**src/rtl/vga_nes_upscaler_if.sv**
```systemverilog
// Frame-buffer read port between the NES upscaler (master) and the frame-buffer memory (slave).
// fb_data carries the palette index for the address presented RD_LATENCY cycles earlier.
interface vga_nes_upscaler_if;
    logic        fb_rd;
    logic [15:0] fb_addr;
    logic [5:0]  fb_data;

    modport master (output fb_rd, output fb_addr, input fb_data);
    modport slave  (input fb_rd, input fb_addr, output fb_data);
endinterface

```
**src/rtl/vga_nes_upscaler.sv**
```systemverilog
// Turns a 1280x1024 raster into a centred 4x-scaled 256x240 NES picture: hblank line prefetch
// into a ping-pong line buffer, palette lookup, and sync/blank delayed to the 2-cycle pixel latency.
module vga_nes_upscaler #(
    parameter int H_ACTIVE   = 1280,
    parameter int V_ACTIVE   = 1024,
    parameter int X_OFFSET   = 128,
    parameter int Y_OFFSET   = 32,
    parameter int RD_LATENCY = 2
) (
    input  logic                       Clk,
    input  logic                       Reset,
    input  logic [10:0]                DrawX,
    input  logic [10:0]                DrawY,
    input  logic                       blank_in,
    input  logic                       hs_in,
    input  logic                       vs_in,
    vga_nes_upscaler_if.master         fb,
    output logic [7:0]                 red,
    output logic [7:0]                 green,
    output logic [7:0]                 blue,
    output logic                       hs_out,
    output logic                       vs_out,
    output logic                       blank_out,
    output logic                       underrun
);

    localparam int WIN_W = 1024;
    localparam int WIN_H = 960;
    localparam logic [10:0] X_LO  = 11'(X_OFFSET);
    localparam logic [10:0] X_HI  = 11'((X_OFFSET + WIN_W < H_ACTIVE) ? X_OFFSET + WIN_W : H_ACTIVE);
    localparam logic [10:0] Y_LO  = 11'(Y_OFFSET);
    localparam logic [10:0] Y_HI  = 11'((Y_OFFSET + WIN_H < V_ACTIVE) ? Y_OFFSET + WIN_H : V_ACTIVE);
    localparam logic [10:0] H_END = 11'(H_ACTIVE);
    localparam logic [3:0]  DRAIN_LAST = 4'(RD_LATENCY - 1);

    // 2C02 colours, index 0x00..0x3F
    localparam logic [23:0] PALETTE [64] = '{
        24'h666666, 24'h002A88, 24'h1412A7, 24'h3B00A4, 24'h5C007E, 24'h6E0040, 24'h6C0600, 24'h561D00,
        24'h333500, 24'h0B4800, 24'h005200, 24'h004F08, 24'h00404D, 24'h000000, 24'h000000, 24'h000000,
        24'hADADAD, 24'h155FD9, 24'h4240FF, 24'h7527FE, 24'hA01ACC, 24'hB71E7B, 24'hB53120, 24'h994E00,
        24'h6B6D00, 24'h388700, 24'h0C9300, 24'h008F32, 24'h007C8D, 24'h000000, 24'h000000, 24'h000000,
        24'hFFFEFF, 24'h64B0FF, 24'h9290FF, 24'hC676FF, 24'hF36AFF, 24'hFE6ECC, 24'hFE8170, 24'hEA9E22,
        24'hBCBE00, 24'h88D800, 24'h5CE430, 24'h45E082, 24'h48CDDE, 24'h4F4F4F, 24'h000000, 24'h000000,
        24'hFFFEFF, 24'hC0DFFF, 24'hD3D2FF, 24'hE8C8FF, 24'hFBC2FF, 24'hFEC4EA, 24'hFECCC5, 24'hF7D8A5,
        24'hE4E594, 24'hCFEF96, 24'hBDF4AB, 24'hB3F3CC, 24'hB5EBF2, 24'hB8B8B8, 24'h000000, 24'h000000
    };

    typedef enum logic [1:0] {S_IDLE, S_FETCH, S_DRAIN} state_t;

    state_t      state_q;
    logic        wr_sel_q;
    logic        fb_rd_q;
    logic [15:0] fb_addr_q;
    logic [7:0]  line_q;
    logic [7:0]  cnt_q;
    logic [3:0]  drain_q;
    logic        underrun_q;

    // The fetch for NES line n runs in the hblank of the physical line just above its first row.
    logic [10:0] y_next;
    logic [9:0]  y_rel;
    logic        trigger;
    logic [7:0]  trig_line;

    assign y_next    = DrawY + 11'd1;
    assign y_rel     = 10'(y_next - Y_LO);
    assign trigger   = (DrawX == H_END) && (y_next >= Y_LO) && (y_next < Y_HI) && (y_rel[1:0] == 2'b00);
    assign trig_line = y_rel[9:2];

    always_ff @(posedge Clk) begin
        if (Reset) begin
            state_q    <= S_IDLE;
            wr_sel_q   <= 1'b0;
            fb_rd_q    <= 1'b0;
            fb_addr_q  <= 16'h0000;
            line_q     <= 8'h00;
            cnt_q      <= 8'h00;
            drain_q    <= 4'h0;
            underrun_q <= 1'b0;
        end else begin
            if (trigger && (state_q != S_IDLE)) begin
                underrun_q <= 1'b1;
            end
            case (state_q)
                S_IDLE: begin
                    if (trigger) begin
                        state_q   <= S_FETCH;
                        line_q    <= trig_line;
                        cnt_q     <= 8'h00;
                        fb_rd_q   <= 1'b1;
                        fb_addr_q <= {trig_line, 8'h00};
                    end
                end
                S_FETCH: begin
                    if (cnt_q == 8'hFF) begin
                        fb_rd_q <= 1'b0;
                        drain_q <= 4'h0;
                        state_q <= S_DRAIN;
                    end else begin
                        cnt_q     <= cnt_q + 8'd1;
                        fb_addr_q <= {line_q, cnt_q + 8'd1};
                    end
                end
                S_DRAIN: begin
                    if (drain_q == DRAIN_LAST) begin
                        wr_sel_q <= ~wr_sel_q;
                        state_q  <= S_IDLE;
                    end else begin
                        drain_q <= drain_q + 4'd1;
                    end
                end
                default: state_q <= S_IDLE;
            endcase
        end
    end

    assign fb.fb_rd   = fb_rd_q;
    assign fb.fb_addr = fb_addr_q;
    assign underrun   = underrun_q;

    // Write strobe and column travel alongside the read so they meet the returning fb_data.
    logic       wr_v_q   [RD_LATENCY];
    logic [7:0] wr_idx_q [RD_LATENCY];

    always_ff @(posedge Clk) begin
        if (Reset) begin
            for (int i = 0; i < RD_LATENCY; i++) begin
                wr_v_q[i] <= 1'b0;
            end
        end else begin
            wr_v_q[0] <= fb_rd_q;
            for (int i = 1; i < RD_LATENCY; i++) begin
                wr_v_q[i] <= wr_v_q[i-1];
            end
        end
    end

    always_ff @(posedge Clk) begin
        wr_idx_q[0] <= fb_addr_q[7:0];
        for (int i = 1; i < RD_LATENCY; i++) begin
            wr_idx_q[i] <= wr_idx_q[i-1];
        end
    end

    logic [5:0] lbuf_q [512];
    logic [5:0] pix_idx_q;
    logic [7:0] rd_col;

    assign rd_col = 8'((DrawX - X_LO) >> 2);

    // NOTE: the line buffer is plain storage with no reset; every entry is rewritten before display.
    always_ff @(posedge Clk) begin
        if (wr_v_q[RD_LATENCY-1]) begin
            lbuf_q[{wr_sel_q, wr_idx_q[RD_LATENCY-1]}] <= fb.fb_data;
        end
        pix_idx_q <= lbuf_q[{~wr_sel_q, rd_col}];
    end

    logic        in_win_q;
    logic        blank_q1, blank_q2;
    logic        hs_q1, hs_q2;
    logic        vs_q1, vs_q2;
    logic [23:0] rgb_q;
    logic [23:0] rgb_d;

    assign rgb_d = (in_win_q && blank_q1) ? PALETTE[pix_idx_q] : 24'h000000;

    always_ff @(posedge Clk) begin
        if (Reset) begin
            in_win_q <= 1'b0;
            blank_q1 <= 1'b0;
            blank_q2 <= 1'b0;
            hs_q1    <= 1'b1;
            hs_q2    <= 1'b1;
            vs_q1    <= 1'b1;
            vs_q2    <= 1'b1;
            rgb_q    <= 24'h000000;
        end else begin
            in_win_q <= blank_in && (DrawX >= X_LO) && (DrawX < X_HI) && (DrawY >= Y_LO) && (DrawY < Y_HI);
            blank_q1 <= blank_in;
            blank_q2 <= blank_q1;
            hs_q1    <= hs_in;
            hs_q2    <= hs_q1;
            vs_q1    <= vs_in;
            vs_q2    <= vs_q1;
            rgb_q    <= rgb_d;
        end
    end

    assign {red, green, blue} = rgb_q;
    assign blank_out          = blank_q2;
    assign hs_out             = hs_q2;
    assign vs_out             = vs_q2;

endmodule

```
**src/flat_wrapper.sv**
```systemverilog
// flat-port wrapper written by rule: the top's interface ports become plain ports
module vga_nes_upscaler_flat 
#(
    parameter int H_ACTIVE   = 1280,
    parameter int V_ACTIVE   = 1024,
    parameter int X_OFFSET   = 128,
    parameter int Y_OFFSET   = 32,
    parameter int RD_LATENCY = 2
)
  (Clk, Reset, DrawX, DrawY, blank_in, hs_in, vs_in, red, green, blue, hs_out, vs_out, blank_out, underrun, fb_fb_rd, fb_fb_addr, fb_fb_data);
  vga_nes_upscaler_if fb_i ();
  input  logic Clk;
  input  logic Reset;
  input  logic [10:0] DrawX;
  input  logic [10:0] DrawY;
  input  logic blank_in;
  input  logic hs_in;
  input  logic vs_in;
  output logic [7:0] red;
  output logic [7:0] green;
  output logic [7:0] blue;
  output logic hs_out;
  output logic vs_out;
  output logic blank_out;
  output logic underrun;
  output wire logic [$bits(fb_i.fb_rd)-1:0] fb_fb_rd;
  output wire logic [$bits(fb_i.fb_addr)-1:0] fb_fb_addr;
  input wire logic [$bits(fb_i.fb_data)-1:0] fb_fb_data;
  assign fb_fb_rd = fb_i.fb_rd;
  assign fb_fb_addr = fb_i.fb_addr;
  assign fb_i.fb_data = fb_fb_data;
  vga_nes_upscaler #(.H_ACTIVE(H_ACTIVE), .V_ACTIVE(V_ACTIVE), .X_OFFSET(X_OFFSET), .Y_OFFSET(Y_OFFSET), .RD_LATENCY(RD_LATENCY)) u_core (.Clk(Clk), .Reset(Reset), .DrawX(DrawX), .DrawY(DrawY), .blank_in(blank_in), .hs_in(hs_in), .vs_in(vs_in), .fb(fb_i), .red(red), .green(green), .blue(blue), .hs_out(hs_out), .vs_out(vs_out), .blank_out(blank_out), .underrun(underrun));
endmodule
```
**config.mk**
```make
export PLATFORM = sky130hd
export DESIGN_NAME = vga_nes_upscaler_flat
export DESIGN_NICKNAME = d
export VERILOG_FILES = /design/src/rtl/vga_nes_upscaler_if.sv /design/src/rtl/vga_nes_upscaler.sv /design/src/flat_wrapper.sv
export SDC_FILE = /design/constraint.sdc
export NUM_CORES = 2
export LEC_CHECK = 0
export ABC_CLOCK_PERIOD_IN_PS = 3500
export CORE_ASPECT_RATIO = 0.5
export CORE_MARGIN = 2
export CORE_UTILIZATION = 45
export CTS_CLUSTER_DIAMETER = 50
export DETAILED_ROUTE_END_ITERATION = 8
export PLACE_DENSITY = 0.57
export RECOVER_POWER = 50
export SLEW_MARGIN = 20
export SYNTH_ARGS = -nofsm -noshare
export SYNTH_HDL_FRONTEND = slang
export SYNTH_SLANG_ARGS = --single-unit
```
**constraint.sdc**
```tcl
create_clock -name Clk -period 3.5 [get_ports Clk]
set_input_delay 0.35 -clock Clk [delete_from_list [all_inputs] [get_ports Clk]]
set_output_delay 0.35 -clock Clk [all_outputs]
set_load 0.005 [all_outputs]
```
==> flow_summary_export.csv <==
group,metric,value,unit
critical_path,critPathArrivalTime,3.88,ns
sta,report.final.setup_viol,0,
synth,ys_warn_count,0,
clock_tree,htree_levels,5,
global_routing,grt_pass1_vias,66800,
layout,finalCoreUtilization,51.84,%
routing,dr.pass1.iters,6,
hold_path,worstHoldPathType,"in -> reg",
layout,area_delta_synth_final,14.18,%
pwr,ir_drop,0.0003278,V
global_routing,grt_overflow,0,
sta,clock_skew,0.08185,ns
global_routing,track_usage,25.09,%
clock_tree,clockBufferDepth,4,
critical_path,startpoint_type,"register",
clock_tree,cts_sinks,3160,
routing,vias_per_cell,6.205,
layout,fill_cells,21610,
synth,ys_seq_elements,3160,
placement,gp_congestion,0.8913,
routing,vias,67020,
critical_path,worstPathRequired,3.97,ns
routing,routed_wl,358100,µm
synth,ys.flop_type,"edfxtp_1",
clock_tree,tritoncts,"yes",
synth,ys_async_sr_fraction,0,%
critical_path,critPathCaptureType,"register",
floorplanning,die-area,282800,µm²
floorplanning,die_h,377.0,µm
floorplanning,floorplan.initialDensity,45.41,%
synth,synth_top_area_share,73.65,%
routing,avgRoutedWirePerCell,33.15,µm
synth,avgSynthCellArea,19.75,µm²
clock_tree,cts_root_buf,"clkbuf_16",
sta,tns,0,ns
status,violations,"max-capacitance violations, max-slew violations",
routing,detail-route-antenna-nets,0,
synth,synth.distinct_cells,80,
layout,multi_input_area,29110,µm²
clock_tree,path_clk_slew,0.07,ns
sta,max_freq,293.0,MHz
placement,post-dp-hpwl,225800,µm
synth,yosys-top-cells-area,"edfxtp_1 74%, mux4_2 13%, mux2i_1 2.6%",
floorplanning,placementRows,136,
synth,synth_nets,6400,
sta,hold_violations,0,
flow_run,cap_violations,7,
sta,whs,0.06567,ns
sta,final_min_period_over_clock_period,97.53,%
placement,dpl.cell_count,10290,
routing,drt_iter0_drc,9942,
sta,worstMarginPinSlew,2.785,ns
layout,layout.cells.non_filler,10800,
sta,post-route-min-period,3.413,ns
status,status,"finished, violations left",
sta,setup_ws,0.08658,ns
floorplanning,io_pins,78,
clock_tree,post_cts_resized,0,
critical_path,path_class,"reg -> reg",
layout,nNetsFinal,6919,
clock_tree,clk_latency,0.89,ns
global_routing,grt_antenna_before_repair,27,
layout,drive_gt1_share,25.17,%
layout,seq_area,94020,µm²
global_routing,grt_pass1_wl,505400,µm
critical_path,startpoint,"u_core.wr_idx_q[0][14]",
routing,drc,0,
critical_path,path_max_fanout,16,
floorplanning,die_x,750.1,µm
synth,synth_top_cell_by_area,"edfxtp_1",
synth,netlist_area,125200,µm²
synth,syn-instance-count,6343,
sta,drv_slew,459,
synth,synth-edff-count,3072,
pwr,power_density,545.8,nW/µm²
clock_tree,cts_buffers,288,
sta,grt_setup_unrepaired,"no",
sta,slew_headroom,-85.65,%
placement,dp_slack,-0.2670,ns
hold_path,min_from,"blank_in",
pwr,leakage,45.62,nW
synth,yosysSeqAreaShare,75.06,%
floorplanning,fp.coreArea,275800,µm²
global_routing,grt_max_degree,147,
critical_path,r2r_start,"u_core.wr_idx_q[0][14]",
placement,io_buffers,77,
power by group:
group          switching [W]  total (W)  leakage (nW)  internal, W
Clock                 0.0140     0.0312          4.43       0.0172
Sequential         0.0000886     0.0416          28.3       0.0415
Combinational        0.00343    0.00531          12.9      0.00187
Total                 0.0175     0.0781          45.6       0.0605
Yosys cell counts, types with 30 or more instances:
cell	n
nand3_1	49
nand2_1	228
clkbuf_1	192
o221ai_1	37
a22oi_1	49
nor2_1	655
buf_2	76
buf_1	52
o22ai_1	30
a21oi_1	87
buf_4	53
edfxtp_1	3072
mux2i_1	326
a31oi_1	36
buf_6	36
mux4_2	733
o21ai_0	81
nor3_1	32
dfxtp_1	88
a211oi_1	43
a221oi_1	54
sequential cells by signal (all words and copies together), names as in the netlist:
register / cells
u_core.blank_out: 1
u_core.blank_q1: 1
u_core.cnt_q: 7
u_core.drain_q: 4
u_core.fb.fb_addr: 9
u_core.fb.fb_rd: 1
u_core.hs_out: 1
u_core.hs_q1: 1
u_core.in_win_q: 1
u_core.lbuf_q: 3072
u_core.line_q: 8
u_core.pix_idx_q: 6
u_core.rgb_q: 24
u_core.state_q: 2
u_core.underrun: 1
u_core.vs_out: 1
u_core.vs_q1: 1
u_core.wr_idx_q: 16
u_core.wr_sel_q: 1
u_core.wr_v_q: 2
layout by cell type (no fill, tap or decap), drive strengths merged, types with 8 or more instances in the layout:
cell | Yosys | routed
edfxtp | 3072 | 3072
mux4 | 738 | 738
nor2 | 656 | 656
buf | 224 | 539
clkbuf | 192 | 386
mux2i | 326 | 326
nand2 | 228 | 228
clkinv | 4 | 122
a21oi | 88 | 88
dfxtp | 88 | 88
o21ai | 82 | 82
a221oi | 54 | 54
a22oi | 49 | 49
nand3 | 49 | 49
a211oi | 43 | 43
dlygate4sd3 | 0 | 39
o221ai | 37 | 37
a31oi | 36 | 36
nor3 | 36 | 36
inv | 26 | 35
o22ai | 30 | 30
clkdlybuf4s50 | 0 | 30
a221o | 24 | 24
ha | 24 | 24
mux2 | 23 | 23
bufinv | 0 | 21
a32oi | 18 | 18
nor2b | 17 | 17
xnor2 | 14 | 14
nand2b | 12 | 12
o211ai | 11 | 11
or2 | 11 | 11
nand4 | 10 | 10
a2111oi | 9 | 9
and3 | 8 | 8
o311ai | 8 | 8
cells by family after synthesis:
kind of cell / Yosys count / share of synthesized area [%]
xor gates and xnor gates: 19 / 0.1329
adders and majority gates: 24 / 0.2398
muxes: 1087 / 16.10
and+or+nand+nor: 1069 / 3.548
DFF: 3160 / 75.06
AOI/OAI and AO/OA: 537 / 3.052
buffers and inverters: 447 / 1.869
through the flow:
| step | cell area [µm²] | total power [W] |
|---|---|---|
| floorplan | 125200 | 0.04515 |
| global route | 143000 | 0.08013 |
| CTS | 143300 | 0.07842 |
| finish | 143000 | 0.07806 |
| detailed placement | 134300 | 0.04765 |
| global placement | 134300 | 0.04758 |
worst paths after layout:
kind	end	slack, ns	cells after the start
max	u_core.lbuf_q[108][3]	0.09	4
min reg2reg	u_core.wr_idx_q[0][14]	0.33	0
max reg2reg	u_core.lbuf_q[108][3]	0.09	4
min	u_core.blank_q1	0.07	3
area by class of cell:
| type | count | share of cell area (%) |
|---|---|---|
| flip-flops and latches | 3160 | 65.74 |
| clock inverters | 151 | 0.9432 |
| well taps | 3726 | 3.260 |
| diodes | 3 | 0.005250 |
| multi-input cells | 2736 | 20.36 |
| inverters | 30 | 0.09187 |
| clock buffers | 348 | 5.351 |
| repair buffers | 646 | 4.249 |
routing by layer:
layer	track usage (%)	part of all wire, %	vias to the layer above
met5	0	0.013	-
met2	37.98	45	3699
met1	37.15	41	35710
met3	5.744	11	581
met4	6.255	2.8	6
li1	-	-	27020
critical path: stages (launching register included):
cell and delay (ns):
dfxtp_1 1.09, nor3b_1 0.47, buf_4 0.23, nand2_1 0.45
nor2_1 0.71
what timing repair did:
| item | 4_1_cts | 5_1_grt |
|---|---|---|
| hold buffers | 4 | 0 |
| endpoints found under the setup margin | 0 | 0 |
| buffers inserted | 0 | 0 |
| endpoints found under the hold margin | 106 | 0 |
Power figures use the tool's default switching activity.
